`src/rtl/fetch_sequencer.sv`:
```
// Instruction-fetch sequencer: owns the PC, reads a combinational instruction
// memory, buffers {pc, instr} pairs in a small FIFO and hands them to decode
// over a valid/ready handshake. Handles redirect/flush, fetch enable and a
// sticky halt on a misaligned redirect target.
module fetch_sequencer #(
  parameter logic [31:0] RESET_PC   = 32'h0000_0000,
  parameter int unsigned FIFO_DEPTH = 2
) (
  input  logic        clk,
  input  logic        reset,
  input  logic        fetch_en,
  output logic [31:0] imem_pc,
  input  logic [31:0] imem_instr,
  input  logic        redirect_valid,
  input  logic [31:0] redirect_pc,
  output logic        out_valid,
  input  logic        out_ready,
  output logic [31:0] out_instr,
  output logic [31:0] out_pc,
  output logic        misaligned_err
);

  localparam int unsigned PTR_W = $clog2(FIFO_DEPTH);
  localparam int unsigned CNT_W = $clog2(FIFO_DEPTH + 1);
  localparam logic [CNT_W-1:0] FULL_CNT = CNT_W'(FIFO_DEPTH);

  typedef enum logic [1:0] {
    IDLE = 2'd0,
    RUN  = 2'd1,
    HALT = 2'd2
  } state_t;

  state_t            state, state_nx;
  logic [31:0]       fetch_pc;
  logic [31:0]       pc_mem    [FIFO_DEPTH];
  logic [31:0]       instr_mem [FIFO_DEPTH];
  logic [PTR_W-1:0]  rd_ptr, wr_ptr;
  logic [CNT_W-1:0]  count;
  logic [31:0]       hold_pc, hold_instr;

  logic              bad_target;
  logic              enter_halt;
  logic              flush;
  logic              push;
  logic              pop;
  logic              full;

  assign imem_pc    = fetch_pc;
  assign full       = (count == FULL_CNT);
  assign out_valid  = (count != '0);
  assign bad_target = redirect_valid && (redirect_pc[1:0] != 2'b00);

  // Head entry when non-empty; otherwise the last head that was presented.
  assign out_pc    = out_valid ? pc_mem[rd_ptr]    : hold_pc;
  assign out_instr = out_valid ? instr_mem[rd_ptr] : hold_instr;

  // State register.
  always_ff @(posedge clk) begin
    if (reset) state <= IDLE;
    else       state <= state_nx;
  end

  // Next-state and per-cycle control decode; misaligned redirect outranks the
  // aligned one, which in turn suppresses both push and pop.
  always_comb begin
    state_nx   = state;
    enter_halt = 1'b0;
    flush      = 1'b0;
    push       = 1'b0;
    unique case (state)
      IDLE: begin
        if (bad_target) begin
          enter_halt = 1'b1;
          state_nx   = HALT;
        end else begin
          flush = redirect_valid;
          if (fetch_en) state_nx = RUN;
        end
      end
      RUN: begin
        if (bad_target) begin
          enter_halt = 1'b1;
          state_nx   = HALT;
        end else if (redirect_valid) begin
          flush = 1'b1;
          if (!fetch_en) state_nx = IDLE;
        end else if (!fetch_en) begin
          state_nx = IDLE;
        end else begin
          push = !full;
        end
      end
      HALT: begin
        state_nx = HALT;
      end
      default: begin
        state_nx = IDLE;
      end
    endcase
    pop = out_valid && out_ready && !flush;
  end

  // Program counter and sticky misalignment flag.
  always_ff @(posedge clk) begin
    if (reset) begin
      fetch_pc       <= RESET_PC;
      misaligned_err <= 1'b0;
    end else begin
      if (enter_halt) misaligned_err <= 1'b1;
      if (flush)      fetch_pc <= redirect_pc;
      else if (push)  fetch_pc <= fetch_pc + 32'd4;
    end
  end

  // FIFO storage; only written on a push.
  always_ff @(posedge clk) begin
    if (!reset && push) begin
      pc_mem[wr_ptr]    <= fetch_pc;
      instr_mem[wr_ptr] <= imem_instr;
    end
  end

  // FIFO pointers and occupancy.
  always_ff @(posedge clk) begin
    if (reset || flush) begin
      rd_ptr <= '0;
      wr_ptr <= '0;
      count  <= '0;
    end else begin
      if (push) wr_ptr <= wr_ptr + PTR_W'(1);
      if (pop)  rd_ptr <= rd_ptr + PTR_W'(1);
      if (push && !pop)      count <= count + CNT_W'(1);
      else if (pop && !push) count <= count - CNT_W'(1);
    end
  end

  // Remember the presented head so outputs stay put once the FIFO drains.
  always_ff @(posedge clk) begin
    if (reset) begin
      hold_pc    <= '0;
      hold_instr <= '0;
    end else if (out_valid) begin
      hold_pc    <= pc_mem[rd_ptr];
      hold_instr <= instr_mem[rd_ptr];
    end
  end

endmodule

```
`config.mk`:
```
export PLATFORM = sky130hd
export DESIGN_NAME = fetch_sequencer
export DESIGN_NICKNAME = d
export VERILOG_FILES = /design/src/rtl/fetch_sequencer.sv
export SDC_FILE = /design/constraint.sdc
export NUM_CORES = 1
export LEC_CHECK = 0
export ABC_AREA = 0
export BUFFER_PORTS_ARGS = -buffer_cell sky130_fd_sc_hd__clkbuf_2
export CAP_MARGIN = 15
export CORE_ASPECT_RATIO = 2
export CORE_MARGIN = 2
export CORE_UTILIZATION = 34
export DETAILED_ROUTE_END_ITERATION = 7
export PLACE_DENSITY = 0.62
export SLEW_MARGIN = 20
export SYNTH_ARGS = -nofsm -noshare
export SYNTH_HDL_FRONTEND = slang
export SYNTH_SLANG_ARGS = --single-unit
```
`constraint.sdc`:
```
create_clock -name clk -period 13.5 [get_ports clk]
set_clock_uncertainty 0.1 [all_clocks]
set_input_delay 0.675 -clock clk [delete_from_list [all_inputs] [get_ports clk]]
set_output_delay 0.675 -clock clk [all_outputs]
set_load 0.01 [all_outputs]
```
== Word level (Yosys, flattened, before mapping) ==
Memories as Yosys holds them, arrays and structs flattened. A register that Yosys moved wholly into a read port is not among the register bits.
Index checks and enable logic that the tools add are counted.
Widths: inputs -> output; s select.
Storage, ports and cells
  bits in registers: 103
  latch bits: 0
  memory bits (writable): 128
  memory bits (read-only): 0
  input bits: 69
  output and inout bits: 98
  word-level logic and storage cells: 66
  memories kept: 2
Operators by class
  $add $sub $neg: 5
  multipliers: 0
  divide/modulo/power cells: 0
  magnitude comparators: 0
  equal/unequal tests: 5
  shifts and indexed selects: 0
  multiplexer cells: 27
  bitwise gates (word level): 0
  reductions and logical operators: 19
Memories
  instr_mem: words 2, bits a word 32, rd ports 1, clocked after memory_dff 1, write ports 1, line 36  | logic [31:0] instr_mem [FIFO_DEPTH];
  pc_mem: words 2, bits a word 32, rd ports 1, clocked after memory_dff 1, write ports 1, line 35  | logic [31:0] pc_mem [FIFO_DEPTH];
Operators by type and width (number)
  $mux 32: 4
  $add 32x3->32 const B: 1
  $mux 1: 15
  $mux 2: 6
  $reduce_bool 2->1: 4
  $logic_and 1x1->1: 6
  $ne 3x3->1 const B: 2
  $pmux 2 s3: 1
  $logic_not 1->1: 5
  $eq 2x2->1 const B: 2
  $add 1x1->1 const B: 2
  $add 2x1->2 const B: 1
  $eq 2x1->1 const B: 1
  $logic_not 2->1: 1
  $pmux 1 s2: 1
  $reduce_and 2->1: 1
  $reduce_or 2->1: 1
  $sub 2x1->2 const B: 1
  $logic_or 1x1->1: 1

== Longest topological paths before layout ==
Gate-level depths: netlist of the first run.
  depth in word-level cells: 10
  depth in mapped cells: 9
  gate-level depth less buffers: 7

== Least setup slack after synthesis of the first run ==
OpenSTA, ideal clock, no wires.
  path type: input port to flip-flop
  start point: in redirect_valid
  end point: mem instr_mem[1][0] (enable)
  library setup time: 578 ps
  arrival: 5860 ps
  data required time: 12822 ps
  slack: 6962 ps
  stages: 3
  path buffers: 0
  path through: and4bb_2 > nand2_1 > nor3b_1
On the way
  word-level cells in the longest chain between the ends: 6
  elaborated cells on any way between the ends: 7
  those cells by class: mux: 5; reduce/logical: 2
RTL lines
  start: declaration: line 14  | input logic redirect_valid,
  $mux 1 or $logic_and 1x1->1 (tied branches): line 84, 51
  $mux 1 *: line 81  | if (bad_target) begin
  $mux 1 *: line 70  | unique case (state)
  $logic_and 1x1->1 *: line 117  | if (!reset && push) begin
  $mux 1 *: line 117
  $mux 1 (implied by the code) *: line 119  | instr_mem[wr_ptr] <= imem_instr;
  end: declaration: line 36
Every way passes the cells marked *; elsewhere a longest branch is shown, timed or not.

== Worst setup path after layout of the first run ==
  start point: reg count[0]
  end point: out out_pc[19]
On the way
  word-level cells in the longest chain between the ends: 2
RTL lines
  start: declaration: line 38  | logic [CNT_W-1:0] count;
  start signal: assignment: line 132  | if (push && !pop) count <= count + CNT_W'(1);
  start signal: assignment: line 133  | else if (pop && !push) count <= count - CNT_W'(1);
  $reduce_bool 2->1: line 50  | assign out_valid = (count != '0);
  $mux 32
  end: declaration: line 19  | output logic [31:0] out_pc,
Every way passes these cells.

==> key figures, run 1 <==
Outcome
  • Status: complete, no violations

Timing
  • # setup viols final: 0
  • Setup TNS: 0 ns
  • Final Cycle Share: 27.51%
  • Hold Vio Cnt, Final: 0
  • Peak Freq: 269.3 MHz
  • Max-slew violations: 0
  • Tmin final: 3.713 ns
  • Relative slew slack: 31.34%
  • RSZ-0062 raised after global routing: false
  • Worst slew pin tran: 1.027 ns

Power and ir drop
  • Sw Share: 24.29%
  • Sequential Power Share: 48.7%
  • Pleak: 3.802 nW
  • Cell Pwr Density: 150.3 nW/um^2
  • Int Pwr: 1.230 mW
  • Clock power share: 39.9%
  • Net Sw Power: 394.7 uW
  • Max VDD drop: 0.00008378 V
  • Logic pwr share: 11.5%
  • Pwr Total: 1.625 mW

Setup path
  • Worst Path Required: 12.73 ns
  • Crit path cell chain: nor2_4 -> buf_4 -> o21ai_0 -> clkbuf_2
  • R2r startpoint: imem_pc[10]
  • Setup crit start: count[0]
  • Crit end category: output pin
  • Worst-path fanout max: 78
  • Max stage delay on crit path: 0.81 ns
  • WS Path Type: reg -> out
  • Worst EP arrival: 2.94 ns
  • Critical-path top delay cell: nor2_4
  • Setup crit start kind: flop

Die
  • Initial Util: 34.62%
  • Die Ht: 232.6 um
  • Die area: 27510 um^2
  • Ports: 167
  • Row cnt: 83
  • Core area: 25650 um^2
  • Die Wd: 118.3 um

Yosys
  • Synth Flop Type: edfxtp_1
  • Post-synth EDFFs: 128
  • Seq/Total Area, Yosys: 66.72%
  • Dominant cells by area after synthesis: edfxtp_1 (43%), dfxtp_1 (23%), mux2i_1 (7.3%), nor2b_1 (4.5%), o21ai_0 (4.0%)
  • YS warnings: 0
  • Largest area contributor in the netlist: edfxtp_1
  • Post-Syn Area per Cell: 12.15 um^2
  • Syn Inst Count: 731
  • Post-Syn Area: 8881 um^2
  • Top-count cell post-synth: edfxtp_1
  • Syn nets: 802
  • Netlist cell types: 40
  • Post-synth ARST share: 0%
  • Top cells by count, synth: edfxtp_1 (128), dfxtp_1 (104), nand2_1 (85)
  • #FFs+latches synth: 232
  • Post-synth top area share: 43.28%

Placement
  • DP HPWL: 13.77 mm
  • I/O Buffers: 166
  • GPL Wtd Cong: 0.7454

Clock tree
  • Hold buffers post-CTS: 0
  • Inserted Clock Buffers: 22
  • Clk Latency, worst-skew pair: 0.51 ns
  • Postcts setup bufs: 0
  • Clk slew on worst S/H paths: 0.07 ns
  • Post_cts resized: 0
  • Clk buf depth: 3
  • Total clock sinks: 232
  • CTS tree: built
  • Clk Tree Root Cell: clkbuf_16
  • Deepest level of the CTS H-tree: 1

Routing
  • First-pass DRT Iterations: 4
  • Vias per cell: 4.718
  • Met1 WL: 7.787 mm
  • Total vias in the final route: 5850
  • Wire per inst: 16.64 um
  • First-iteration detailed-routing DRC count: 239
  • Post-Route WL: 20.64 mm
  • Met2 wire len: 11.32 mm
  • Top Metal Used: met4
  • Met3 wire length: 769 um
  • Drt drc: 0
  • Post-route ant nets: 0

Global routing
  • First-pass GRT wire length: 31.97 mm
  • GR Overflow Total: 0
  • Largest net degree at the start of global routing: 79
  • Initial antenna violation count: 0
  • Vias in the first global route: 5829
  • Gr usage total: 14.92%

Layout
  • Final net count: 955
  • Antenna Cells: 0
  • Share of cells above drive strength 1: 24.00%
  • Area Growth Syn to Fin: 21.71%

Worst hold path
  • Hold Path Class: in -> reg
  • Hold path startpoint: imem_instr[6]

Flow run
  • Max cap viols: 0
cell usage in the layout (no fill, tap or decap), types with 18 or more instances in the layout:
cell type / Yosys / routed
nor2b_1: 64 / 64
nor2_1: 37 / 36
dfxtp_1: 104 / 103
edfxtp_1: 128 / 128
xnor2_1: 18 / 18
clkbuf_2: 1 / 165
clkbuf_16: 0 / 23
o21ai_0: 71 / 71
a211oi_1: 18 / 18
mux2i_1: 65 / 65
nand2_1: 85 / 85
critical path: cells and delay by family (launching register included):
kind            cells  cell delay, ns
compound gates      1            0.31
simple gates        1            0.81
flops               1            0.37
buf+inv             2            0.88
power groups by stage:
stage	Clock, mW	Sequential, mW	Combinational [mW]
2_1_floorplan	0	0.800	0.112
3_3_place_gp	0	0.805	0.188
3_5_place_dp	0	0.807	0.190
4_1_cts	0.669	0.791	0.191
5_1_grt	0.689	0.794	0.208
6_report	0.648	0.791	0.186
per-stage QoR:
step	util [%]	instance area, um^2	hold WS, ns	worst slack [ns]	instances
floorplan	-	8881	0.3699	6.962	731
global placement	39.16	10050	0.3553	10.30	1200
detailed placement	39.16	10050	0.3634	10.28	1200
CTS	42.14	10810	0.2148	9.706	1240
global route	42.14	10810	0.2290	9.500	1240
finish	42.14	10810	0.2448	9.787	1240
final timing paths:
path	endpoint	depth (start not counted)	slack [ns]
worst max-delay path	out_pc[19]	4	9.79
worst max register to register	imem_pc[20]	5	10.77
worst min-delay path	instr_mem[0][6]	1	0.24
worst min register to register	misaligned_err	2	0.38
cell families after synthesis:
logic type	after synthesis	share of synthesized area, %
adders and majority gates	2	0.2817
DFF	232	66.72
AOI/OAI and AO/OA	111	7.256
and+or+nand+nor	248	14.05
buffers and inverters	52	2.296
xor gates and xnor gates	21	2.071
muxes	65	7.326
final cells by class:
| type | count | area (um^2) |
|---|---|---|
| Multi-Input combinational cell | 447 | 2775 |
| Fill cell | 2511 | 14840 |
| Sequential cell | 232 | 5929 |
| Tap cell | 340 | 425.4 |
| Clock inverter | 10 | 141.4 |
| Timing Repair Buffer | 173 | 885.9 |
| Clock buffer | 30 | 621.8 |
| Inverter | 8 | 30.03 |
registers in the layout (all words and copies together) (netlist names), named ones only:
register and cells:
instr_mem 64, hold_pc 32, wr_ptr 1, state 2
pc_mem 64, count 2, hold_instr 32, imem_pc 32
misaligned_err 1, rd_ptr 1
per-layer routing:
metal / vias up / global-route usage, %
li1: 2923 / -
met2: 132 / 28.85
met5: - / 0
met3: 38 / 1.838
met4: 0 / 6.815
met1: 2757 / 15.85
Note: power is estimated with default switching activity, not from simulation.
==> inputs of run 2 (changes only) <==
- PLACE_DENSITY: 0.62 -> 0.64
- clock period: 13.5 -> 2.99 ns (I/O delays scaled with it)
==> key figures, run 2 (synthesis gave the netlist of run 1 again) <==
Placement
  • I/O Buffers: 166 (unchanged)
  • DP HPWL: 13.83 mm (+0.43%)
  • GPL Wtd Cong: 0.7942 (+6.5%)

Routing
  • First-pass DRT Iterations: 6 (+2)
  • Met1 WL: 7.867 mm (+1.0%)
  • Vias per cell: 4.677 (-0.87%)
  • Wire per inst: 16.10 um (-3.3%)
  • Post-Route WL: 21.07 mm (+2.1%)
  • Total vias in the final route: 6122 (+4.6%)
  • First-iteration detailed-routing DRC count: 246 (+2.9%)
  • Met3 wire length: 726 um (-5.6%)
  • Met2 wire len: 11.76 mm (+3.9%)
  • Top Metal Used: met4
  • Drt drc: 0 (unchanged)
  • Post-route ant nets: 0 (unchanged)

Global routing
  • GR Overflow Total: 0 (unchanged)
  • First-pass GRT wire length: 32.76 mm (+2.5%)
  • Vias in the first global route: 6045 (+3.7%)
  • Largest net degree at the start of global routing: 129 (+63%)
  • Gr usage total: 15.24% (+0.32 points)
  • Initial antenna violation count: 0 (unchanged)

Timing
  • Relative slew slack: 54.12% (+23 points)
  • Final Cycle Share: 81.73%
  • RSZ-0062 raised after global routing: false
  • Max-slew violations: 0 (unchanged)
  • Hold Vio Cnt, Final: 0 (unchanged)
  • Setup TNS: 0 ns (unchanged)
  • Worst slew pin tran: 0.6862 ns (-0.3412 ns)
  • # setup viols final: 0 (unchanged)
  • Tmin final: 2.444 ns
  • Peak Freq: 409.2 MHz

Clock tree
  • CTS tree: built
  • Total clock sinks: 232 (unchanged)
  • Clk slew on worst S/H paths: 0.07 ns (about the same)
  • Clk buf depth: 3 (unchanged)
  • Deepest level of the CTS H-tree: 1 (unchanged)
  • Post_cts resized: 0 (unchanged)
  • Clk Tree Root Cell: clkbuf_16
  • Clk Latency, worst-skew pair: 0.50 ns (about the same)
  • Inserted Clock Buffers: 21 (-4.5%)

Layout
  • Area Growth Syn to Fin: 29.68%
  • Share of cells above drive strength 1: 22.70% (-1.3 points)
  • Final net count: 1026 (+7.4%)
  • Antenna Cells: 0 (unchanged)
  • Top flop regs: instr_mem x64, pc_mem x64
  • Commonest non-fill, non-tap cells in the layout: clkbuf_2 (165), edfxtp_1 (128), dfxtp_1 (102), nand2_1 (84), o21ai_0 (71)
  • Filler cells: 2402 (-4.3%)
  • Commonest non-fill, non-tap cell in the layout: clkbuf_2

Flow run
  • Max cap viols: 0 (unchanged)

Setup path
  • Worst-path fanout max: 29 (-63%)
  • Setup crit start kind: flop
  • Worst Path Required: 2.74 ns (-9.99 ns)
  • Crit end category: output pin
  • WS Path Type: reg -> out
  • Worst EP arrival: 2.19 ns (-0.75 ns)

Die
  • Die Ht: 232.6 um (unchanged)
  • Core area: 25650 um^2 (unchanged)
  • Initial Util: 34.62% (unchanged)
  • Die area: 27510 um^2 (unchanged)
  • Ports: 167 (unchanged)
  • Row cnt: 83 (unchanged)
  • Die Wd: 118.3 um (unchanged)

Outcome
  • Status: complete, no violations

Worst hold path
  • Hold Path Class: in -> reg

Power and ir drop
  • Max VDD drop: 0.0004678 V (+460%)
  • Cell Pwr Density: 631.4 nW/um^2 (+320%)
  • Pwr Total: 7.272 mW (+350%)
  • Pleak: 4.096 nW (+7.7%)
==> run 2: changes by cell type in the layout (fill, tap and decap cells not counted), sizes merged <==
cell	before	now
dlygate4sd3	0	68
clkbuf	195	191
clkinvlp	2	3
buf	8	12
==> run 2: worst max-delay path, cell delays in order, from the launching register on <==
cell and delay (ns):
dfxtp_4 0.70, buf_4 0.36, mux2i_1 0.12, o21ai_0 0.31, clkbuf_2 0.20
==> run 2: worst paths after layout <==
kind	from	to	slack [ns]	depth (start not counted)
worst min register to register	imem_pc[1]	pc_mem[0][1]	0.38	0
worst min-delay path	redirect_pc[0]	imem_pc[18]	0.07	5
worst max register to register	imem_pc[5]	imem_pc[31]	0.57	5
worst max-delay path	flop	out_instr[28]	0.55	4
==> run 2: through the flow <==
step                      util, %  setup WS [ns]  cell area (um^2)  std cells  hold slack, ns
after floorplan                 -      0.0006635              8912        731          0.1484
after global placement      39.51         0.6700             10130       1204          0.2395
after detailed placement    39.51         0.5840             10130       1204          0.2426
after CTS                   44.90         0.4589             11520       1309         0.04357
after global routing        44.90         0.3466             11520       1309         0.08263
final                       44.90         0.5462             11520       1309         0.06990
==> run 2: cell type report <==
type	count	area (um^2)	area share, %
inverter	8	30.03	0.2607
clock inverter	11	147.6	1.282
sequential	232	5931	51.49
timing repair buffer	245	1634	14.19
tap	340	425.4	3.694
multi-input combinational	447	2795	24.27
clock buffer	26	554.3	4.813
==> run 2: power by group <==
part / switching (mW) / internal (mW)
Combinational: 0.536 / 0.408
Sequential: 0.0852 / 3.48
Clock: 1.17 / 1.59
==> run 2: repair_timing <==
action                                 in CTS  in global routing
setup buffers                               0                  0
hold buffers                               68                  0
endpoints found under the hold margin     100                  0
==> run 2: per-layer routing <==
layer | up-vias | GRT usage, %
met1 | 2877 | 15.93
met3 | 38 | 1.887
met4 | 0 | 6.702
met2 | 149 | 29.88
met5 | - | 0
li1 | 3058 | -
==> inputs of run 3 (changes only) <==
- clock period: 2.99 -> 2.1 ns (I/O delays scaled with it)
==> key figures, run 3 (synthesis gave the netlist of run 1 again) <==
Setup path
  • Setup crit start kind: flop
  • Crit path cell chain: and4bb_2 -> buf_4 -> nand2_4 -> inv_1 -> ha_1 -> or3_1 -> a21oi_1
  • CP bufs+invs: 2 (unchanged)
  • Crit end category: flop
  • Max stage delay on crit path: 0.37 ns (-0.33 ns)
  • Worst-path fanout max: 8 (-72%)
  • WS Path Type: reg -> reg
  • Critical Path Stages: 7 (+3)
  • Worst Path Required: 2.43 ns (-0.31 ns)
  • Critical-path top delay cell: or3_1
  • Worst EP arrival: 2.35 ns (+0.16 ns)
  • Cell family with most CP delay: simple AND/OR/NAND/NOR gates
  • R2r worst-path depth: 7 (+2)

Clock tree
  • Clk buf depth: 3 (unchanged)
  • Clk Latency, worst-skew pair: 0.51 ns (about the same)
  • Clk slew on worst S/H paths: 0.07 ns (about the same)
  • Inserted Clock Buffers: 21 (unchanged)
  • Total clock sinks: 232 (unchanged)
  • CTS tree: built
  • Deepest level of the CTS H-tree: 1 (unchanged)
  • Clk Tree Root Cell: clkbuf_16

Global routing
  • First-pass GRT wire length: 35.82 mm (+9.3%)
  • Initial antenna violation count: 0 (unchanged)
  • Gr usage total: 16.84% (+1.6 points)
  • Largest net degree at the start of global routing: 69 (-47%)
  • GR Overflow Total: 0 (unchanged)
  • Vias in the first global route: 6490 (+7.4%)

Worst hold path
  • Hold Path Class: in -> reg
  • Worst Hold Depth: 5 (unchanged)

Die
  • Die area: 27510 um^2 (unchanged)
  • Die Ht: 232.6 um (unchanged)
  • Die Wd: 118.3 um (unchanged)
  • Core area: 25650 um^2 (unchanged)
  • Row cnt: 83 (unchanged)
  • Ports: 167 (unchanged)
  • Initial Util: 34.62% (unchanged)

Power and ir drop
  • Pleak: 4.586 nW (+12%)
  • Cell Pwr Density: 898.3 nW/um^2 (+42%)
  • Max VDD drop: 0.0006851 V (+46%)

Timing
  • Relative slew slack: 61.72% (+7.6 points)
  • # setup viols final: 0 (unchanged)
  • Final Cycle Share: 96.21%
  • Tmin final: 2.020 ns
  • Worst slew pin tran: 0.5743 ns (-0.1119 ns)
  • RSZ-0062 raised after global routing: true
  • Setup TNS: 0 ns (unchanged)
  • Max-slew violations: 0 (unchanged)
  • Peak Freq: 494.9 MHz
  • Hold Vio Cnt, Final: 0 (unchanged)

Layout
  • Post-route cell area: 12400 um^2 (+7.7%)
  • Final net count: 1072 (+4.5%)
  • Area Growth Syn to Fin: 39.65%
  • Antenna Cells: 0 (unchanged)
  • Commonest non-fill, non-tap cell in the layout: clkbuf_2
  • Share of cells above drive strength 1: 30.25% (+7.5 points)
  • Commonest non-fill, non-tap cells in the layout: clkbuf_2 (143), edfxtp_1 (128), dfxtp_1 (95), nand2_1 (82), dlygate4sd3_1 (70)
  • Top flop regs: instr_mem x64, pc_mem x64

Routing
  • Vias per cell: 4.859 (+3.9%)
  • Wire per inst: 18.76 um (+17%)
  • First-iteration detailed-routing DRC count: 246 (unchanged)
  • Total vias in the final route: 6584 (+7.5%)
  • First-pass DRT Iterations: 4 (-2)
  • Drt drc: 0 (unchanged)
  • Post-Route WL: 25.42 mm (+21%)
  • Post-route ant nets: 0 (unchanged)

Placement
  • I/O Buffers: 166 (unchanged)
  • Placed Area: 10410 um^2 (+2.7%)
  • GPL Wtd Cong: 0.7730 (-2.7%)
  • DP HPWL: 14.42 mm (+4.3%)

Outcome
  • Status: complete, no violations

Flow run
  • Max cap viols: 0 (unchanged)
==> run 3: stage by stage <==
stage                     setup slack, ns  power (mW)  instances  util (%)  hold WS, ns
after CTS                        -0.01967       10.99       1346     46.90      0.01069
after detailed placement          0.03918       6.492       1230     40.58       0.2006
after floorplan                   -0.8893       5.871        731         -       0.1039
after global routing             -0.01090       11.57       1355     48.35      0.04261
final                             0.07957       11.14       1355     48.35      0.04139
after global placement            0.05273       6.467       1230     40.58       0.1948
==> run 3: layout make-up <==
cell class	instances	area (um^2)
clock buffer	23	543.0
clock inverter	14	202.7
fill	2323	13250
inverter	8	30.03
multi-input combinational	447	2963
sequential	232	5944
tap	340	425.4
timing repair buffer	291	2293
==> run 3: worst register-to-register path, cell delays in order (launching register included) <==
cell and delay [ns]:
dfxtp_2 0.36, and4bb_2 0.29, buf_4 0.15, nand2_4 0.12
inv_1 0.08, ha_1 0.33, or3_1 0.37, a21oi_1 0.14
==> run 3: report_power, final <==
group	total, mW	internal [mW]	leakage (nW)	switching [mW]
combinational	1.92	0.887	2.27	1.03
sequential	5.04	4.96	1.95	0.0846
clock	4.18	2.49	0.367	1.69
total	11.1	8.34	4.59	2.80
==> run 3: path summary, 6_finish.rpt <==
kind,from,end,slack (ns)
min reg2reg,imem_pc[1],pc_mem[0][1],0.38
max,state[1],count[1],0.08
max reg2reg,state[1],count[1],0.08
min,redirect_pc[0],imem_pc[18],0.04
==> run 3: metal layers <==
metal | GRT usage [%] | vias to the layer above | share of wire, %
li1 | - | 3166 | -
met1 | 17.18 | 3205 | 36
met2 | 33.00 | 160 | 57
met3 | 1.863 | 53 | 3.0
met4 | 8.773 | 0 | 4.3
met5 | 0 | - | 0
==> run 3: timing repair <==
item,CTS,global route
pin swaps,1,2
hold buffers,70,0
endpoints found under the hold margin,120,0
setup endpoints to repair,64,66
buffers inserted,5,2
resized for setup,37,99
cloned,4,8
